==> src/rtl/pipe_ctrl_pkg.sv <==
// Shared encodings for the pipeline control slice: PC-source selects and FSM states.
package pipe_ctrl_pkg;

   localparam logic [2:0] PC_SEL_SEQ  = 3'b000;
   localparam logic [2:0] PC_SEL_BR   = 3'b001;
   localparam logic [2:0] PC_SEL_JAL  = 3'b010;
   localparam logic [2:0] PC_SEL_JALR = 3'b011;

   typedef enum logic [1:0] {
      ST_RUN      = 2'd0,
      ST_MEM_WAIT = 2'd1,
      ST_FAULT    = 2'd2
   } state_e;

endpackage

==> src/rtl/pipeline_hazard_sequencer_sat_counter.sv <==
// Saturating up-counter: counts cycles with inc high and holds at all-ones.
module sat_counter #(
   parameter int unsigned W = 16
) (
   input  logic         clk,
   input  logic         reset,
   input  logic         inc,
   output logic [W-1:0] count
);

   logic [W-1:0] count_q, count_d;

   always_comb begin
      count_d = count_q;
      if (inc && (count_q != '1)) count_d = count_q + 1'b1;
   end

   always_ff @(posedge clk or posedge reset) begin
      if (reset) count_q <= '0;
      else       count_q <= count_d;
   end

   assign count = count_q;

endmodule

==> src/rtl/pipeline_hazard_sequencer.sv <==
// Central pipeline control: arbitrates redirects, load-use bubbles and dmem wait
// states into PC select, stage enables/flushes and saturating stall/flush counters.
module pipeline_hazard_sequencer
   import pipe_ctrl_pkg::*;
#(
   parameter int unsigned CNT_W       = 16,
   parameter int unsigned MEM_TIMEOUT = 64,
   parameter int unsigned TO_W        = 7
) (
   input  logic             clk,
   input  logic             reset,
   input  logic             cond_taken_ex,
   input  logic             jalr_ex,
   input  logic             jal_id,
   input  logic             id_ex_mem_read,
   input  logic [4:0]       id_ex_rd,
   input  logic [4:0]       if_id_rs1,
   input  logic [4:0]       if_id_rs2,
   input  logic             rs1_used,
   input  logic             rs2_used,
   input  logic             mem_req,
   input  logic             mem_ready,
   output logic [2:0]       pc_src,
   output logic             pc_we,
   output logic             if_id_we,
   output logic             id_ex_we,
   output logic             ex_mem_we,
   output logic             mem_wb_we,
   output logic             if_id_reset,
   output logic             id_ex_reset,
   output logic             mem_fault,
   output logic [CNT_W-1:0] stall_cnt,
   output logic [CNT_W-1:0] flush_cnt
);

   state_e          state_q, state_d;
   logic [TO_W-1:0] wait_q, wait_d;
   logic            fault_q;
   logic            load_use, mem_stall, redirect;

   always_comb begin
      state_d = state_q;
      wait_d  = wait_q;
      case (state_q)
         ST_RUN: begin
            if (mem_req && !mem_ready) state_d = ST_MEM_WAIT;
            wait_d = '0;
         end
         ST_MEM_WAIT: begin
            if (mem_ready) begin
               state_d = ST_RUN;
               wait_d  = '0;
            end else begin
               wait_d = wait_q + 1'b1;
               if (wait_q == TO_W'(MEM_TIMEOUT - 1)) state_d = ST_FAULT;
            end
         end
         ST_FAULT: state_d = ST_FAULT;
         default:  state_d = ST_RUN;
      endcase
   end

   always_ff @(posedge clk or posedge reset) begin
      if (reset) begin
         state_q <= ST_RUN;
         wait_q  <= '0;
         fault_q <= 1'b0;
      end else begin
         state_q <= state_d;
         wait_q  <= wait_d;
         fault_q <= fault_q | (state_d == ST_FAULT);
      end
   end

   assign mem_fault = fault_q;

   // Reset masks every hazard so the outputs show the plain RUN decode.
   assign load_use  = !reset && id_ex_mem_read && (id_ex_rd != 5'd0) &&
                      ((rs1_used && (if_id_rs1 == id_ex_rd)) ||
                       (rs2_used && (if_id_rs2 == id_ex_rd)));
   assign mem_stall = !reset && ((mem_req && !mem_ready) || (state_q != ST_RUN));

   always_comb begin
      pc_src      = PC_SEL_SEQ;
      pc_we       = 1'b1;
      if_id_we    = 1'b1;
      id_ex_we    = 1'b1;
      ex_mem_we   = 1'b1;
      mem_wb_we   = 1'b1;
      if_id_reset = 1'b0;
      id_ex_reset = 1'b0;
      redirect    = 1'b0;
      if (mem_stall) begin
         pc_we     = 1'b0;
         if_id_we  = 1'b0;
         id_ex_we  = 1'b0;
         ex_mem_we = 1'b0;
         mem_wb_we = 1'b0;
      end else if (!reset) begin
         // EX redirects squash the ID instruction, so they win over the load-use bubble.
         if (cond_taken_ex) begin
            pc_src      = PC_SEL_BR;
            if_id_reset = 1'b1;
            id_ex_reset = 1'b1;
            redirect    = 1'b1;
         end else if (jalr_ex) begin
            pc_src      = PC_SEL_JALR;
            if_id_reset = 1'b1;
            id_ex_reset = 1'b1;
            redirect    = 1'b1;
         end else if (load_use) begin
            pc_we       = 1'b0;
            if_id_we    = 1'b0;
            id_ex_reset = 1'b1;
         end else if (jal_id) begin
            pc_src      = PC_SEL_JAL;
            if_id_reset = 1'b1;
            redirect    = 1'b1;
         end
      end
   end

   sat_counter #(.W(CNT_W)) u_stall_cnt (
      .clk   (clk),
      .reset (reset),
      .inc   (mem_stall | load_use),
      .count (stall_cnt)
   );

   sat_counter #(.W(CNT_W)) u_flush_cnt (
      .clk   (clk),
      .reset (reset),
      .inc   (redirect),
      .count (flush_cnt)
   );

endmodule

==> config.mk <==
export PLATFORM = sky130hd
export DESIGN_NAME = pipeline_hazard_sequencer
export DESIGN_NICKNAME = d
export VERILOG_FILES = /design/src/rtl/pipe_ctrl_pkg.sv /design/src/rtl/pipeline_hazard_sequencer_sat_counter.sv /design/src/rtl/pipeline_hazard_sequencer.sv
export SDC_FILE = /design/constraint.sdc
export NUM_CORES = 1
export LEC_CHECK = 0
export CAP_MARGIN = 10
export CELL_PAD_IN_SITES_DETAIL_PLACEMENT = 1
export CELL_PAD_IN_SITES_GLOBAL_PLACEMENT = 1
export CORE_UTILIZATION = 36
export DETAILED_ROUTE_END_ITERATION = 10
export PLACE_DENSITY_LB_ADDON = 0.1
export REMOVE_ABC_BUFFERS = 1
export SYNTH_ARGS = -nofsm -noshare
export SYNTH_HDL_FRONTEND = slang
export SYNTH_HIERARCHICAL = 1
export SYNTH_SLANG_ARGS = --single-unit
==> constraint.sdc <==
create_clock -name clk -period 2.5 [get_ports clk]
set_input_delay 0.5 -clock clk [delete_from_list [all_inputs] [get_ports clk]]
set_output_delay 0.5 -clock clk [all_outputs]
set_load 0.01 [all_outputs]
Word level (Yosys, flattened, before mapping). Cells that the tools add are included. Widths: inputs -> output; s select.

Reductions and logical operators: 17. Add/sub/neg operators: 3. Multiplexer cells: 29. $lt $le $gt $ge: 0. Shift-type cells: 0. $mul: 0. Bitwise gates (word level): 2. Div/mod/pow operators: 0. Eq/ne operators: 8.

Operator list (number): $add 16x1->16 const B (2); $ne 16x16->1 const B (2); $mux 2 (9); $mux 1 (17); $pmux 7 s2 (1); $eq 5x5->1 (2); $logic_and 1x1->1 (9); $add 7x1->7 const B (1); $eq 7x6->1 const B (1); $mux 7 (1); $pmux 2 s3 (1); $reduce_bool 5->1 (1); $eq 2x2->1 const B (2); $reduce_bool 2->1 (2); $eq 2x1->1 const B (1); $logic_not 1->1 (2); $logic_not 2->1 (1); $logic_or 1x1->1 (2); $or 1x1->1 (2).

Latch bits: 0. Word-level logic and storage cells: 64. Memory bits (read-only): 0. Register bits after elaboration: 42. Input port bits: 25. Memories kept: 0. Bits in writable memories: 0.

Logic depth before layout (Yosys ltp). Gate-level depths: netlist (run 1).

Word-level depth: 10. Gate-level depth with buffers: 8. Mapped depth without buffers: 8.

By module. Netlist (run 1), hierarchy kept.

Modules (own cells, without submodules): sat_counter (cells each 71, seq. area each 400.4 um^2, instances 2, area an instance 805.8 um^2); pipeline_hazard_sequencer (cells each 87, seq. area each 250.2 um^2, instances 1, area an instance 742.0 um^2).

Least setup slack after synthesis (run 1). Ideal clock, no wire load.

Kind: in2reg. Start point: input port id_ex_rd[1]. End point: register u_flush_cnt.count_q[14], in the netlist u_flush_cnt/count[14]. Arrival time: 2.597 ns. Stages: 8. Slack: -0.222 ns. Cell sequence: or4_1 o211ai_2 nor2_1 a21oi_1 and4_1 nand3_1 nor2_1 mux2_2.

Cells in the longest elaborated chain, start to end: 10. Elaborated cells between the ends (all ways): 14. Classes of those cells: eq/ne: 2; mux: 5; reduce/logical: 7.

RTL lines: start, declared (line pipeline_hazard_sequencer.sv:16) `input logic [4:0] id_ex_rd,`; $eq 5x5->1 (on tied branches) (line pipeline_hazard_sequencer.sv:79, pipeline_hazard_sequencer.sv:80); $logic_and 1x1->1 (on tied branches) (line pipeline_hazard_sequencer.sv:79, pipeline_hazard_sequencer.sv:80); $logic_or 1x1->1 (line pipeline_hazard_sequencer.sv:79) `((rs1_used && (if_id_rs1 == id_ex_rd)) ||`; $logic_and 1x1->1 * (line pipeline_hazard_sequencer.sv:78) `assign load_use = !reset && id_ex_mem_read && (id_ex_rd != 5'd0) &&`; $mux 1 * (5 in series); net if_id_reset (line pipeline_hazard_sequencer.sv:29) `output logic if_id_reset,`; $logic_and 1x1->1 * (line pipeline_hazard_sequencer_sat_counter.sv:15) `if (inc && (count_q != '1)) count_d = count_q + 1'b1;`; end signal, assigned (line pipeline_hazard_sequencer_sat_counter.sv:20) `else count_q <= count_d;`; end, declared (line pipeline_hazard_sequencer_sat_counter.sv:11) `logic [W-1:0] count_q, count_d;`.

The timed path passes the listed nets; every way through them passes the cells marked *. A chain may end at the register's enable or synchronous reset.

Worst setup path in the final report (run 1).
Start point: input port id_ex_rd[1]. End point: register u_flush_cnt.count_q[10], in the netlist u_flush_cnt/count[10].

Cells in the longest elaborated chain, start to end: 10. Elaborated cells between the ends (all ways): 14. Classes of those cells: eq/ne: 2; mux: 5; reduce/logical: 7.

RTL lines: $eq 5x5->1 (on tied branches) (line pipeline_hazard_sequencer.sv:79, pipeline_hazard_sequencer.sv:80); $logic_and 1x1->1 (on tied branches) (line pipeline_hazard_sequencer.sv:79, pipeline_hazard_sequencer.sv:80); $logic_or 1x1->1 (line pipeline_hazard_sequencer.sv:79); $logic_and 1x1->1 * (line pipeline_hazard_sequencer.sv:78); $mux 1 * (line pipeline_hazard_sequencer.sv:111) `end else if (load_use) begin`; $mux 1 * (line pipeline_hazard_sequencer.sv:106) `end else if (jalr_ex) begin`; $mux 1 * (line pipeline_hazard_sequencer.sv:101) `if (cond_taken_ex) begin`; $mux 1 * (line pipeline_hazard_sequencer.sv:99) `end else if (!reset) begin`; $mux 1 * (line pipeline_hazard_sequencer.sv:93) `if (mem_stall) begin`; $logic_and 1x1->1 * (line pipeline_hazard_sequencer_sat_counter.sv:15).

Mark *: on every way between the ends. The rest lies on a longest branch, timed or not.

==> summary.md, run 1 <==
| Metric | Value |
|---|---|
| Clock tree skew after final layout | `between 0.007 and 0.008 ns` |
| #FFs+latches synth | `42` |
| Net switching share of the total power | `about 32%` |
| Peak supply drop | `0.000495 V` |
| Maximum number of pins on one net before global-route repair | `17` |
| Worst reg-to-reg path cell count | `10` |
| Placer's final routability congestion estimate | `around 0.75` |
| Sort of element at the start of the critical path | `input port` |
| Overall global routing resource usage | `approximately a fifth` |
| Critical path fanouts, max | `3` |
| Internal | `1.34 mW` |
| # setup viols final | `0` |
| Clock share of power | `between 20% and 30%` |
| Fraction of post-synthesis cell area in the top cell type by area | `about 45%` |
| Aggregate global routing overflow | `0` |
| Final Instance Area | `~3500 um^2` |
| Effective utilization at floorplan | `approximately 37%` |
| Worst slew pin tran | `between 0.6 and 0.7 ns` |
| Die width | `a little over 80 um` |
| Synthesized area | `between 2000 and 2500 um^2` |
| Area of the die | `about 6900 um^2` |
| Total stage count of the critical path | `12` |
| Critical path's most frequent cell | `sky130_fd_sc_hd__buf_4` |
| Post-layout total power | `between 1.5 and 2 mW` |
| Run status | `complete, no violations` |
| Proportion of power drawn by flip-flops and latches | `roughly 46%` |
| Boundary Pins | `just under 70` |
| Proportion of power drawn by combinational gates | `between 30% and 40%` |
| Antenna violations before repair | `0` |
| Worst hold path class | `in2async` |
| Number of instances in the synthesized netlist | `between 200 and 250` |
| Per-cell routed wire length | `15.3 um` |
| Deepest level of the CTS H-tree | `2` |
| Sequence of cells on the critical path | `dlygate4sd2_1, or4_4, o211ai_2, buf_4, nor2_2, a21oi_4, buf_4, and4_4, buf_4, and2_1, nand4_1, xnor2_1` |
| Kind of cell adding the most delay to the critical path | `simple AND/OR/NAND/NOR gates` |
| Number of flops mapped to enable cells by yosys | `0` |
| Period minus WS final | `about 2.4 ns` |
| Fraction of final layout cells with drive strength greater than 1 | `25.2%` |
| Post-synth top area cell | `sky130_fd_sc_hd__dfrtp_1` |
| Dominant synthesized flop cell | `sky130_fd_sc_hd__dfrtp_1` |
| Num CTS Buffers | `5` |
| Half-perimeter wire length of the detailed placement result | `about 4600 um` |
| Ranking of synthesized cells by area | `sky130_fd_sc_hd__dfrtp_1, sky130_fd_sc_hd__xnor2_1, sky130_fd_sc_hd__nand3_1, sky130_fd_sc_hd__nand2_1, sky130_fd_sc_hd__nand4_1` |
| Slowest library cell on the worst path | `sky130_fd_sc_hd__or4_4` |
| Most frequent cells after synthesis | `sky130_fd_sc_hd__dfrtp_1, sky130_fd_sc_hd__xnor2_1, sky130_fd_sc_hd__nand2_1` |
| Synth Warn # | `6` |
| WP data required | `2.68 ns` |
| Leakage power summed over all cells | `~1.6 nW` |
| FMAX | `just over 0.4 GHz` |
| Placeable core region | `around 6300 um^2` |
| CP Class | `in2reg` |
| Count of buffering cells on the critical path with inverters included | `4` |
| Quantity of hold-fixing buffers added after cts | `0` |
| Largest stage delay, worst path | `between 0.4 and 0.5 ns` |
| Routed WL | `between 6000 and 7000 um` |
| Critical Path End Type | `register` |
| Standard-cell rows | `29` |
| Wire length of the first global-routing pass | `around 10,000 um` |
| Post-layout nets | `~360` |
| Max cap viols | `0` |
| Most frequently used cell type in the post-synthesis netlist | `sky130_fd_sc_hd__dfrtp_1` |
| Clock tree from TritonCTS | `yes` |
| Final-report max-slew violation count | `0` |
| Critical Path AT | `approximately 2.6 ns` |
| Total inserted antenna cells | `0` |
| First-pass iteration count of the detailed router | `4` |
| P_sw | `roughly 0.64 mW` |
| Share of the cycle needed by the critical path after routing | `a little under 100%` |
| Final hold vios | `0` |
| Total cell area at the placement stage | `about 3200 um^2` |
| Fraction of the yosys area taken by sequential cells | `44.7%` |
| Post-DRT Antenna Nets | `0` |
| Clock Path Buffers | `2` |
| Routed via count divided by cell count | `just over 5` |
| Root Buffer | `sky130_fd_sc_hd__clkbuf_8` |
| Clock latency on the worst-skew pair | `about 0.3 ns` |
| Count of unique library cells instantiated by Yosys | `42` |
| Count of unresolved DRC violations after routing | `0` |
| Vias in the first global route | `2,173` |
| First DRT Iteration DRCs | `46` |
| Power density over cell area | `566 nW/um^2` |
| Clock edge transition at the registers on the reported setup and hold paths | `roughly 0.08 ns` |
| CTS sink count | `42` |
| Vertical extent of the die | `82.9 um` |
| Final standard cell count with taps included and fillers excluded | `a little over 400` |
| Synth async-reset ratio | `100%` |
| Synth-to-Final Area Change | `49.1%` |
| Fill count | `~710` |
| Cells after DPL | `390` |
| Vias after detailed routing | `2,084` |
| Worst-case headroom to the max-slew limit | `a little under three fifths` |
| Post-Syn Area per Cell | `10.3 um^2` |
| I/O Buffers | `66` |
cell usage in the layout, fill, tap and decap left out, drive strengths merged, types with 2 or more instances in the layout:
cell,Yosys,final
clkdlybuf4s50,0,45
dfrtp,42,42
buf,4,37
xnor2,32,32
nand2,23,23
nand3,18,18
nand4,16,16
nor2,13,13
and3,11,11
clkbuf,1,10
dlymetal6s2s,0,8
o21ai,8,8
and4,8,8
inv,7,7
a21oi,6,6
dlygate4sd2,0,5
mux2i,4,4
mux2,4,4
nand2b,3,3
and2,3,3
ha,3,3
or2,3,3
xor2,2,2
nor4,2,2
o21a,2,2
a2111oi,2,2
o211ai,2,2
worst reg2reg max path, delay by kind of cell, from the launching register on:
kind	cells	cell delay [ns]
AOI/OAI and AO/OA	3	0.54
and+or+nand+nor	3	0.53
buffers and inverters	3	0.43
DFF	1	0.41
xor gates and xnor gates	1	0.15
flip-flops by register name, indices dropped and copies added (netlist names):
name               cells
u_stall_cnt/count     16
wait_q                 7
mem_fault              1
state_q                2
u_flush_cnt/count     16
cell type report:
type                       instances  area, um^2  area share, %
tap                               77        96.3           2.75
clock inverter                     1        5.00          0.143
clock buffer                       7        86.3           2.46
inverter                           7        26.3          0.749
multi-input combinational        175        1350           38.5
timing repair buffer              98         892           25.4
sequential                        42        1050           30.0
power groups by stage:
stage	Sequential [mW]	Clock (mW)	Combinational [mW]
3_3_place_gp	0.923	0	0.566
5_1_grt	0.946	0.506	0.654
3_5_place_dp	0.923	0	0.582
6_report	0.920	0.461	0.604
2_1_floorplan	0.932	0	0.220
4_1_cts	0.917	0.481	0.589
worst paths after layout:
kind	slack (ns)	endpoint	from
worst min-delay path	0.46	state_q[1]	reset
max in group asynchronous	1.56	u_flush_cnt/count[8]	reset
worst min register to register	0.48	mem_fault	mem_fault
worst max-delay path	0.05	u_flush_cnt/count[10]	id_ex_rd[1]
min in group clk	0.48	mem_fault	mem_fault
worst max register to register	0.32	u_flush_cnt/count[10]	state_q[1]
kinds of logic (layout without fill, tap and decap cells):
logic type | after synthesis | count (layout) | synth area share (%)
and+or+nand+nor | 102 | 102 | 26.8
AOI/OAI and AO/OA | 27 | 27 | 7.92
xor gates and xnor gates | 34 | 34 | 12.7
muxes | 8 | 8 | 3.62
adders and majority gates | 3 | 3 | 1.60
DFF | 42 | 42 | 44.7
buffers and inverters | 12 | 113 | 2.55
other | 1 | 1 | 0.159
stage by stage:
step	TNS (ns)	hold WS, ns	util [%]	setup WS [ns]
2_1_floorplan	-0.425	0.355	-	-0.222
3_3_place_gp	-14.12	0.455	51.5	-0.675
3_5_place_dp	-16.61	0.453	51.5	-0.739
4_1_cts	-0.826	0.480	53.6	-0.137
5_1_grt	-0.0245	0.479	55.6	-0.0105
6_report	0	0.460	55.6	0.0531
layer usage:
layer / track usage (%) / up-vias / part of all wire [%]
met5: 0 / - / 0
met4: 5.64 / 0 / 1.6
met3: 3.68 / 9 / 3.2
met2: 32.7 / 36 / 51
met1: 23.7 / 1027 / 45
li1: - / 1012 / -
repair_timing:
| item | CTS | global route |
|---|---|---|
| setup endpoints to repair | 29 | 18 |
| gates resized for setup | 36 | 32 |
| buffers inserted | 4 | 5 |
| pin swaps | 6 | 15 |
| cloned | 0 | 0 |
(Power assumes the default switching activity.)
==> run 2: changes to the inputs <==
- CELL_PAD_IN_SITES_DETAIL_PLACEMENT: 1 -> unset
- CELL_PAD_IN_SITES_GLOBAL_PLACEMENT: 1 -> unset
- CORE_UTILIZATION: 36 -> 48
==> summary.md, run 2 (synthesized netlist as in run 1, its figures left out) <==
| Metric | Value |
|---|---|
| Run status | `complete, no violations` |
| Antenna violations before repair | `0 (unchanged)` |
| Critical path fanouts, max | `2 (-1)` |
| Critical Path End Type | `output pin` |
| Post-layout total power | `1.95 mW (-1.9%)` |
| Half-perimeter wire length of the detailed placement result | `3910 um (-15%)` |
| Fraction of final layout cells with drive strength greater than 1 | `23.5% (-1.7 points)` |
| Quantity of hold-fixing buffers added after cts | `0 (unchanged)` |
| Worst-case headroom to the max-slew limit | `59.1% (+2.5 points)` |
| Period minus WS final | `2.48 ns (+0.0318 ns)` |
| Worst slew pin tran | `0.613 ns (-0.0372 ns)` |
| Count of unresolved DRC violations after routing | `0 (unchanged)` |
| Aggregate global routing overflow | `0 (unchanged)` |
| Final-report max-slew violation count | `0 (unchanged)` |
| Most frequent cells in the layout | `sky130_fd_sc_hd__clkdlybuf4s50_1, sky130_fd_sc_hd__dfrtp_1, sky130_fd_sc_hd__xnor2_1` |
| Clock Path Buffers | `2 (unchanged)` |
| First-pass iteration count of the detailed router | `4 (unchanged)` |
| Origin of the critical flop-to-flop path | `state_q[1]` |
| Final hold vios | `0 (unchanged)` |
| Wire length of the first global-routing pass | `8920 um (-15%)` |
| Vias after detailed routing | `2,052 (-1.5%)` |
| Clock tree skew after final layout | `0.00716 ns (+0.000144 ns)` |
| Leakage power summed over all cells | `1.59 nW (about the same)` |
| Effective utilization at floorplan | `49.8% (+13 points)` |
| Worst hold path class | `reg2reg` |
| Clock latency on the worst-skew pair | `0.29 ns (about the same)` |
| Area of the die | `5190 um^2 (-24%)` |
| Total inserted antenna cells | `0 (unchanged)` |
| Synth-to-Final Area Change | `46.7%` |
| Num CTS Buffers | `5 (unchanged)` |
| Peak supply drop | `0.000547 V (+11%)` |
| Critical Path AT | `1.98 ns (-0.65 ns)` |
| Overall global routing resource usage | `21.7% (+2.9 points)` |
| # setup viols final | `0 (unchanged)` |
| Die width | `72.0 um (-13%)` |
| Standard-cell rows | `25 (-14%)` |
| CTS sink count | `42 (unchanged)` |
| Deepest level of the CTS H-tree | `2 (unchanged)` |
| Clock edge transition at the registers on the reported setup and hold paths | `0.07 ns (about the same)` |
| Boundary Pins | `68 (unchanged)` |
| Max cap viols | `0 (unchanged)` |
| Power density over cell area | `564 nW/um^2 (-0.37%)` |
| Vias in the first global route | `1,955 (-10%)` |
| I/O Buffers | `66 (unchanged)` |
| Placer's final routability congestion estimate | `0.783 (+5.0%)` |
| Dpl ws | `-0.635 ns (+0.104 ns)` |
| First DRT Iteration DRCs | `93 (+100%)` |
| Routed WL | `5310 um (-15%)` |
| Routed via count divided by cell count | `5.19 (+1.5%)` |
| Post-DRT Antenna Nets | `0 (unchanged)` |
| Setup WS post-layout | `0.0213 ns (-0.0318 ns)` |
| Final Util | `73.1% (+18 points)` |
| Post-layout nets | `355 (-0.56%)` |
| FMAX | `0.403 GHz (-1.3%)` |
| Vertical extent of the die | `72.0 um (-13%)` |
| Maximum number of pins on one net before global-route repair | `17 (unchanged)` |
| WP data required | `2.00 ns (-0.68 ns)` |
| Worst setup path startpoint | `id_ex_rd[3]` |
| CP Class | `in2out` |
| Setup TNS after final layout | `0 ns (unchanged)` |
| Root Buffer | `sky130_fd_sc_hd__clkbuf_8` |
| Per-cell routed wire length | `13.4 um (-12%)` |
| Commonest non-fill, non-tap cell in the layout | `sky130_fd_sc_hd__clkdlybuf4s50_1` |
| Sort of element at the start of the critical path | `input port` |
| Worst hold start | `mem_fault` |
| Placeable core region | `4720 um^2 (-25%)` |
| Share of the cycle needed by the critical path after routing | `99.1% (+1.3 points)` |
| Clock tree from TritonCTS | `yes` |
run 2: cell types whose count changed in the layout (fill, tap and decap cells not counted), sizes merged:
cell,before,now
buf,37,33
clkbuf,10,7
clkdlybuf4s15,0,3
clkdlybuf4s50,45,43
dlymetal6s2s,8,10
clkinvlp,0,1
dlygate4sd2,5,6
run 2: layer usage:
layer | routed length, um | share of wire [%] | global-route usage (%) | vias to the layer above
li1 | - | - | - | 1017
met1 | 2390 | 45 | 27.7 | 982
met5 | 0 | 0 | 0 | -
met2 | 2690 | 51 | 37.6 | 46
met3 | 181 | 3.4 | 4.03 | 7
met4 | 53 | 1.0 | 6.54 | 0
run 2: worst paths after layout:
check                                         to  slack (ns)  cells past startpoint
max                                  id_ex_reset        0.02                      7
min                                    mem_fault        0.49                      1
max reg2reg                u_flush_cnt/count[14]        0.38                      9
min reg2reg                            mem_fault        0.49                      1
max in group asynchronous   u_stall_cnt/count[0]        1.60                      3
min in group asynchronous   u_flush_cnt/count[8]        0.50                      3
run 2: layout make-up:
type	count	area [um^2]
Inverter	7	26.3
Sequential cell	42	1050
Clock inverter	2	12.5
Fill cell	359	1270
Timing Repair Buffer	96	886
Tap cell	67	83.8
Multi-Input combinational cell	175	1310
Clock buffer	6	82.6
run 2: what timing repair did:
action | CTS | global route
pin swaps | 7 | 12
endpoints found under the setup margin | 33 | 19
setup buffers | 2 | 2
gates resized for setup | 35 | 19
run 2: critical path: stages:
cell and delay (ns):
sky130_fd_sc_hd__dlygate4sd2_1 0.25, sky130_fd_sc_hd__or4_4 0.53, sky130_fd_sc_hd__o211ai_4 0.19, sky130_fd_sc_hd__buf_4 0.15, sky130_fd_sc_hd__inv_2 0.03, sky130_fd_sc_hd__a31o_1 0.20
sky130_fd_sc_hd__buf_2 0.13
run 2: report_power, final:
part	internal, mW	total (mW)	leakage [nW]	switching (mW)
Combinational	0.336	0.575	0.989	0.239
Sequential	0.768	0.916	0.559	0.147
Clock	0.222	0.456	0.0472	0.234
Total	1.33	1.95	1.59	0.620
run 2: metrics by stage:
step                cells  instance area (um^2)  hold slack, ns
floorplan             224                  2320           0.355
global placement      383                  3260           0.451
detailed placement    383                  3260           0.470
CTS                   393                  3380           0.491
global route          395                  3450           0.504
finish                395                  3450           0.486
==> run 3: changes to the inputs <==
- CORE_UTILIZATION: 48 -> 35
==> summary.md, run 3 (synthesized netlist as in run 1, its figures left out) <==
| Metric | Value |
|---|---|
| Fill count | `601 (+67%)` |
| Most frequent cells in the layout | `sky130_fd_sc_hd__clkdlybuf4s50_1, sky130_fd_sc_hd__dfrtp_1, sky130_fd_sc_hd__xnor2_1` |
| Clock edge transition at the registers on the reported setup and hold paths | `0.08 ns (about the same)` |
| CP Class | `in2out` |
| Worst slew pin tran | `0.613 ns (+0.000789 ns)` |
| Highest metal used | `met4` |
| I/O Buffers | `66 (unchanged)` |
| # setup viols final | `0 (unchanged)` |
| Final standard cell count with taps included and fillers excluded | `403 (+2.0%)` |
| Clock tree from TritonCTS | `yes` |
| Antenna violations before repair | `0 (unchanged)` |
| Setup TNS after final layout | `0 ns (unchanged)` |
| CTS sink count | `42 (unchanged)` |
| Final-report max-slew violation count | `0 (unchanged)` |
| Run status | `finished, violations left` |
| Worst-case headroom to the max-slew limit | `59.1% (about the same)` |
| Share of the cycle needed by the critical path after routing | `98.5% (-0.66 points)` |
| Standard-cell rows | `29 (+16%)` |
| Synth-to-Final Area Change | `45.8%` |
| Die width | `84 um (+17%)` |
| Critical Path AT | `1.96 ns (-0.02 ns)` |
| Overall global routing resource usage | `15.6% (-6.1 points)` |
| Maximum number of pins on one net before global-route repair | `17 (unchanged)` |
| Per-cell routed wire length | `13.0 um (-3.0%)` |
| Count of unresolved DRC violations after routing | `8 (+8)` |
| Sum of met2 wire segment lengths after detailed routing | `2400 um (-11%)` |
| Final hold vios | `0 (unchanged)` |
| Leakage power summed over all cells | `1.52 nW (-5.0%)` |
| Setup WS post-layout | `0.0377 ns (+0.0164 ns)` |
| Dpl ws | `-0.603 ns (+0.0315 ns)` |
| Unrepaired setup endpoints after global routing | `true` |
| Fraction of final layout cells with drive strength greater than 1 | `22.1% (-1.4 points)` |
| Deepest level of the CTS H-tree | `2 (unchanged)` |
| Critical Path End Type | `output pin` |
| Half-perimeter wire length of the detailed placement result | `3980 um (+1.8%)` |
| Period minus WS final | `2.46 ns (-0.0164 ns)` |
| Total inserted antenna cells | `0 (unchanged)` |
| Num CTS Buffers | `5 (unchanged)` |
| Vertical extent of the die | `84 um (+17%)` |
| Wire length of the first global-routing pass | `8880 um (-0.46%)` |
| Placer's final routability congestion estimate | `0.815 (+4.1%)` |
| Max cap viols | `0 (unchanged)` |
| Post-layout nets | `353 (-0.56%)` |
| Root Buffer | `sky130_fd_sc_hd__clkbuf_8` |
| Sort of element at the start of the critical path | `input port` |
| Effective utilization at floorplan | `36.6% (-13 points)` |
| Met1 Routed Length | `2570 um (+7.7%)` |
| WP data required | `2.00 ns (about the same)` |
| Peak supply drop | `0.000376 V (-31%)` |
| First DRT Iteration DRCs | `71 (-24%)` |
| Post-DRT Antenna Nets | `0 (unchanged)` |
| Hold slack final | `0.476 ns (-0.0101 ns)` |
| Worst setup path startpoint | `id_ex_rd[1]` |
| First-pass iteration count of the detailed router | `7 (+3)` |
| Cells after DPL | `391 (+2.1%)` |
| Area of the die | `7060 um^2 (+36%)` |
| Worst hold path class | `in2async` |
| Boundary Pins | `68 (unchanged)` |
| Origin of the critical flop-to-flop path | `state_q[1]` |
| Commonest non-fill, non-tap cell in the layout | `sky130_fd_sc_hd__clkdlybuf4s50_1` |
| Placeable core region | `6420 um^2 (+36%)` |
| Routed WL | `5250 um (-1.1%)` |
| Aggregate global routing overflow | `0 (unchanged)` |
| Clock latency on the worst-skew pair | `0.29 ns (about the same)` |
| Clock Path Buffers | `2 (unchanged)` |
| Violated checks | `DRC` |
| FMAX | `0.406 GHz (+0.67%)` |
| Vias in the first global route | `1,894 (-3.1%)` |
| Power density over cell area | `566 nW/um^2 (+0.32%)` |
| Post-layout total power | `1.94 mW (-0.34%)` |
| Clock tree skew after final layout | `0.00186 ns (-0.00530 ns)` |
| Met3 routed wirelength | `209 um (+15%)` |
| Routed via count divided by cell count | `4.96 (-4.6%)` |
| Vias after detailed routing | `1,997 (-2.7%)` |
| Critical path fanouts, max | `3 (+1)` |
-- run 3: cell types whose count changed in the layout (fill, tap and decap cells not counted), moves of 2 or more --
cell                              previous run  this run
sky130_fd_sc_hd__dlygate4sd2_1               6         8
sky130_fd_sc_hd__buf_6                       0         2
sky130_fd_sc_hd__buf_2                       3         5
sky130_fd_sc_hd__buf_4                      30        26
sky130_fd_sc_hd__clkdlybuf4s50_1            43        49
sky130_fd_sc_hd__dlymetal6s2s_1             10         2
-- run 3: worst max-delay path: stages --
cell and delay, ns:
sky130_fd_sc_hd__clkdlybuf4s15_2 0.21, sky130_fd_sc_hd__or4_4 0.54, sky130_fd_sc_hd__o211ai_2 0.20, sky130_fd_sc_hd__buf_4 0.15, sky130_fd_sc_hd__inv_2 0.03, sky130_fd_sc_hd__a31o_1 0.20, sky130_fd_sc_hd__buf_2 0.14
-- run 3: repair_timing --
action,in CTS,in global routing
resized for setup,43,8
endpoints found under the setup margin,31,11
pin swaps,7,8
hold buffers,0,0
setup buffers,2,2
-- run 3: through the flow --
stage | area (um^2) | utilization (%)
after floorplan | 2320 | -
after global placement | 3260 | 50.7
after detailed placement | 3260 | 50.7
after CTS | 3390 | 52.7
after global routing | 3430 | 53.4
final | 3430 | 53.4
-- run 3: cell type report --
cell class	count	area, um^2	share of cell area (%)
well taps	77	96.3	2.81
clock inverters	1	5.00	0.146
inverters	7	26.3	0.766
flip-flops and latches	42	1050	30.6
repair buffers	94	851	24.8
clock buffers	7	86.3	2.52
multi-input cells	175	1320	38.3
-- run 3: worst paths after layout --
| kind | depth (start not counted) | slack [ns] | end |
|---|---|---|---|
| worst max-delay path | 7 | 0.04 | id_ex_reset |
| worst min-delay path | 4 | 0.48 | state_q[0] |
| max in group asynchronous | 3 | 1.58 | u_flush_cnt/count[14] |
| min in group clk | 1 | 0.48 | mem_fault |
| worst min register to register | 1 | 0.48 | mem_fault |
| worst max register to register | 9 | 0.39 | u_flush_cnt/count[14] |
-- run 3: where the power goes --
group,internal [mW],switching (mW),leakage [nW]
Sequential,0.768,0.150,0.559
Clock,0.223,0.227,0.0482
Combinational,0.337,0.235,0.908
-- run 3: layer usage --
metal  vias up  global-route usage (%)
li1       1010                       -
met1       937                    21.2
met2        40                    24.5
met3        10                    3.26
met4         0                    5.80
met5         -                       0
